==> src/rtl/sync_fifo_ctrl.sv <==
// sync_fifo_ctrl: pointer and flag controller that turns a 2**AW x DW simple
// dual-port RAM (registered read, 1-cycle latency) into a synchronous FIFO.
// Push/pop requests become RAM write/read strobes. Full, empty, almost-full,
// almost-empty and occupancy are kept registered, so no flag has a
// combinational path from the request inputs.
// Optional build macro SYNC_FIFO_ERR_FLAGS_EN adds the sticky overflow_o and
// underflow_o outputs.
module sync_fifo_ctrl #(
    parameter int DW            = 8,
    parameter int AW            = 7,
    parameter int AFULL_THRESH  = 120,
    parameter int AEMPTY_THRESH = 8
) (
    input  logic          clk_i,
    input  logic          rst_n_i,
    input  logic          push_i,
    input  logic [DW-1:0] push_data_i,
    output logic          full_o,
    output logic          almost_full_o,
    input  logic          pop_i,
    output logic [DW-1:0] pop_data_o,
    output logic          pop_valid_o,
    output logic          empty_o,
    output logic          almost_empty_o,
    output logic [AW:0]   count_o,
    output logic          ram_wr_en_o,
    output logic [AW-1:0] ram_wr_addr_o,
    output logic [DW-1:0] ram_wr_data_o,
    output logic          ram_rd_en_o,
    output logic [AW-1:0] ram_rd_addr_o,
`ifdef SYNC_FIFO_ERR_FLAGS_EN
    output logic          overflow_o,
    output logic          underflow_o,
`endif
    input  logic [DW-1:0] ram_rd_data_i
);

    // Pointers carry one extra wrap bit, so wr - rd gives occupancy 0..DEPTH.
    typedef logic [AW:0] ptr_t;

    localparam ptr_t DEPTH      = ptr_t'(2 ** AW);
    localparam ptr_t AFULL_LVL  = ptr_t'(AFULL_THRESH);
    localparam ptr_t AEMPTY_LVL = ptr_t'(AEMPTY_THRESH);

    ptr_t wr_ptr_q, rd_ptr_q;
    ptr_t wr_ptr_d, rd_ptr_d, count_d;
    logic push_acc, pop_acc;
    logic full_q, almost_full_q, empty_q, almost_empty_q;
    logic pop_valid_q;

    // Accept requests against the registered flags and compute next pointers.
    always_comb begin
        // NOTE: every always_comb output gets a value before any condition,
        // so no path can leave it unassigned and infer a latch.
        push_acc = push_i & ~full_q;
        pop_acc  = pop_i & ~empty_q;
        wr_ptr_d = wr_ptr_q + ptr_t'(push_acc);
        rd_ptr_d = rd_ptr_q + ptr_t'(pop_acc);
        count_d  = wr_ptr_d - rd_ptr_d;
    end

    // Pointer, flag and read-valid state; flags derive from next occupancy.
    always_ff @(posedge clk_i or negedge rst_n_i) begin
        if (!rst_n_i) begin
            wr_ptr_q       <= '0;
            rd_ptr_q       <= '0;
            full_q         <= 1'b0;
            almost_full_q  <= 1'b0;
            empty_q        <= 1'b1;
            almost_empty_q <= 1'b1;
            pop_valid_q    <= 1'b0;
        end else begin
            // NOTE: sequential state uses non-blocking assignments so every
            // register samples the pre-edge values of its neighbours.
            wr_ptr_q       <= wr_ptr_d;
            rd_ptr_q       <= rd_ptr_d;
            full_q         <= (count_d == DEPTH);
            almost_full_q  <= (count_d >= AFULL_LVL);
            empty_q        <= (count_d == '0);
            almost_empty_q <= (count_d <= AEMPTY_LVL);
            pop_valid_q    <= pop_acc;
        end
    end

`ifdef SYNC_FIFO_ERR_FLAGS_EN
    logic overflow_q, underflow_q;

    // Sticky error flags: set on any rejected request, cleared only by reset.
    always_ff @(posedge clk_i or negedge rst_n_i) begin
        if (!rst_n_i) begin
            overflow_q  <= 1'b0;
            underflow_q <= 1'b0;
        end else begin
            if (push_i && full_q)  overflow_q  <= 1'b1;
            if (pop_i  && empty_q) underflow_q <= 1'b1;
        end
    end

    assign overflow_o  = overflow_q;
    assign underflow_o = underflow_q;
`endif

    assign ram_wr_en_o    = push_acc;
    assign ram_wr_addr_o  = wr_ptr_q[AW-1:0];
    assign ram_wr_data_o  = push_data_i;
    assign ram_rd_en_o    = pop_acc;
    assign ram_rd_addr_o  = rd_ptr_q[AW-1:0];

    // The RAM registers its read data, so it lines up with pop_valid_q.
    assign pop_data_o     = ram_rd_data_i;
    assign pop_valid_o    = pop_valid_q;

    assign count_o        = wr_ptr_q - rd_ptr_q;
    assign full_o         = full_q;
    assign almost_full_o  = almost_full_q;
    assign empty_o        = empty_q;
    assign almost_empty_o = almost_empty_q;

endmodule
==> config.mk <==
export PLATFORM = sky130hd
export DESIGN_NAME = sync_fifo_ctrl
export DESIGN_NICKNAME = d
export VERILOG_FILES = /design/src/rtl/sync_fifo_ctrl.sv
export SDC_FILE = /design/constraint.sdc
export NUM_CORES = 1
export LEC_CHECK = 0
export CAP_MARGIN = 20
export CORE_MARGIN = 2
export CORE_UTILIZATION = 49
export DETAILED_ROUTE_END_ITERATION = 16
export GPL_TIMING_DRIVEN = 0
export PLACE_DENSITY_LB_ADDON = 0.12
export SETUP_SLACK_MARGIN = 0.15
export SYNTH_ARGS = -nofsm -noshare
export SYNTH_HDL_FRONTEND = slang
export SYNTH_SLANG_ARGS = --single-unit
export TNS_END_PERCENT = 1
==> constraint.sdc <==
create_clock -name clk_i -period 7.59 [get_ports clk_i]
set_input_delay 1.518 -clock clk_i [delete_from_list [all_inputs] [get_ports clk_i]]
set_output_delay 1.518 -clock clk_i [all_outputs]
set_load 0.005 [all_outputs]
==> results.json <==
{
  "slowest_delay_ns": 0.44,
  "grt_pass1_vias": 1402,
  "critical_path_required_ns": 7.75,
  "dpl.hpwl_mm": 2.875,
  "rows": 22,
  "final_cells": 296,
  "gp_congestion": 0.8155,
  "r2r_cells": 12,
  "drv_slew": 0,
  "hold_path.class": "reg2reg",
  "ant_nets": 0,
  "core-area_um2": 3689,
  "crit_path_top_delay_cell": "clkdlybuf4s50_1",
  "syn_area_per_cell_um2": 9.614,
  "irDropWorstVdd_v": 0.0003008,
  "overflow": 0,
  "start_util_pct": 51.09,
  "grt_pass1_wl_mm": 5.740,
  "final_area_um2": 2470,
  "design_power_total_mw": 1.366,
  "timing.fmax_mhz": 218.5,
  "start_kind": "input pin",
  "drive_gt1_share_pct": 21.37,
  "die_area_um2": 4357,
  "hold_depth": 1,
  "async_flop_share_pct": 100.0,
  "synth_area_leaders": "dfrtp_1 (25%), buf_4 (12%), ha_1 (11%), xnor2_1 (7.9%), xor2_1 (3.7%)",
  "power.internal_uw": 787.1,
  "clk_pin_slew_ns": 0.07,
  "min_period_ns": 4.576,
  "p_seq_share_pct": 15.3,
  "cts_resized": 0,
  "path_class": "in2reg",
  "holdWs_ns": 0.4981,
  "synth_ff_type": "dfrtp_1",
  "clk_latency_ns": 0.25,
  "cp.arrival_ns": 4.73,
  "routedWlPerCell_um": 11.39,
  "pin_count": 65,
  "crit_chain": "clkdlybuf4s50_1, nor2b_1, ha_1, ha_1, nand3_1, xnor2_1, ha_1, a21oi_1, or2b_1, o311ai_2, a21oi_2, xnor2_1, nor4b_2",
  "cp_common_cell": "ha_1",
  "drv_cap": 0,
  "final-hold-violation-count": 0,
  "seq_area_frac_synth_pct": 28.02,
  "finalClockSkew_ns": 0.001602,
  "routed_wl_mm": 3.370,
  "synth_cell_types": 49,
  "antenna_found_initial": 0,
  "tns_ns": 0,
  "placed_cells": 292,
  "cts_buffers": 3,
  "cts_tree": "built",
  "pwr-share-comb_pct": 79.6,
  "drtIter0Drc": 26,
  "placed_cell_area_um2": 2425,
  "fin_util_pct": 66.96,
  "synth.net_count": 235,
  "diodes": 0,
  "final_cell_mix": "clkdlybuf4s50_1 (48), buf_4 (30), dfrtp_1 (19), inv_1 (18)",
  "p_clk_share_pct": 5.1,
  "chipWidth_um": 66.01,
  "finalCritPeriodShare_pct": 60.29,
  "synth_edf_count": 0,
  "syn_inst": 196,
  "grt_start_max_net_pins": 22,
  "vias": 1472,
  "area_growth_pct": 31.08,
  "timing.slew.headroom_pct": 39.57,
  "yosys.area.top_type": "dfrtp_1",
  "synth_area_um2": 1884,
  "first_pass_iters": 4,
  "clkSinkCount": 21,
  "cellPowerDensity_nw_per_um2": 553.2,
  "power_leakage_nw": 1.152,
  "hold_buffers": 0,
  "ctsHtreeMaxLevel": 1,
  "nNetsFinal": 288,
  "post-place-ws_ns": 2.730,
  "fin_ws_ns": 3.014,
  "path_max_fanout": 6,
  "cts_setup_buffers": 0,
  "grt_usage_pct": 16.64,
  "setup_viol": 0,
  "yosys_warnings": 0,
  "worst_pin_slew_ns": 0.9037,
  "cts-root-buf": "clkbuf_8",
  "fp.dieH_um": 66.01,
  "ys_ff_latch": 21,
  "yosysTopAreaCellShare_pct": 25.23,
  "rsz0062_at_grt": "false",
  "status": "finished, final reports clean",
  "critPathCaptureType": "flip-flop",
  "switchingPower_uw": 579.3,
  "cts.path.max_buffers": 2,
  "route.detailed.drc": 0,
  "final_common_cell": "clkdlybuf4s50_1",
  "placement.io_buffers": 48,
  "swShare_pct": 42.40,
  "via_per_inst": 4.973
}
==> power groups by stage <==
| stage | clock (mW) | combinational, mW | sequential, mW |
|---|---|---|---|
| 2_1_floorplan | 0 | 0.754 | 0.200 |
| 3_3_place_gp | 0 | 1.07 | 0.210 |
| 3_5_place_dp | 0 | 1.09 | 0.211 |
| 4_1_cts | 0.0722 | 1.10 | 0.209 |
| 5_1_grt | 0.0779 | 1.20 | 0.218 |
| 6_report | 0.0691 | 1.09 | 0.210 |
==> synthesized netlist by cell type (all sizes together) (2+ instances only) <==
| library cell | n |
|---|---|
| buf | 31 |
| dfrtp | 19 |
| inv | 19 |
| ha | 17 |
| xnor2 | 17 |
| nor2 | 11 |
| xor2 | 9 |
| a21oi | 7 |
| nand2 | 6 |
| nor2b | 6 |
| nand3 | 5 |
| o21ai | 5 |
| a21o | 3 |
| a31oi | 3 |
| nand2b | 3 |
| nand3b | 3 |
| nand4 | 3 |
| a211oi | 2 |
| dfstp | 2 |
| fa | 2 |
| nor3 | 2 |
| nor4 | 2 |
==> kinds of logic (layout without fill, tap and decap cells) <==
| family | after synthesis | after routing | synth area share [%] |
|---|---|---|---|
| adder cells (fa/ha/maj) | 19 | 19 | 13.41 |
| flip-flops | 21 | 21 | 28.02 |
| AND/OR/NAND/NOR | 49 | 49 | 15.21 |
| XOR/XNOR | 27 | 27 | 13.75 |
| buffers and inverters | 50 | 102 | 16.33 |
| AO/OA/AOI/OAI | 30 | 30 | 13.28 |
==> critical path: cells and delay by family <==
family / cells / cell delay, ns
simple gates: 4 / 0.90
fa+ha+maj: 3 / 0.79
buf+inv: 1 / 0.44
compound gates: 3 / 0.50
xor+xnor: 2 / 0.59
==> worst paths after layout <==
kind                              from          end  slack (ns)
max                             push_i       full_o        3.01
min                        wr_ptr_q[7]  wr_ptr_q[7]        0.50
max reg2reg                     full_o       full_o        4.36
min reg2reg                wr_ptr_q[7]  wr_ptr_q[7]        0.50
max in group asynchronous      rst_n_i  wr_ptr_q[7]        5.26
min in group asynchronous      rst_n_i       full_o        1.78
==> flip-flops by register name (all words and copies together), names as in the netlist <==
name and flops:
full_o 1, wr_ptr_q 8, empty_o 1, almost_empty_o 1, rd_ptr_q 8, almost_full_o 1
pop_valid_o 1
==> metal layers <==
layer	track usage (%)	vias to the layer above	wire [µm]
met5	0	-	0
met4	5.867	0	66
met3	1.533	5	135
met2	29.17	44	1634
met1	21.34	682	1534
li1	-	741	-
==> layout make-up <==
type	instances	area [µm²]
tap	48	60.06
timing repair buffer	48	480.5
inverter	19	71.32
multi-input combinational	125	1049
clock buffer	4	45.04
fill	336	1219
buffer	31	236.5
sequential	21	528.0
(Power assumes the default switching activity.)
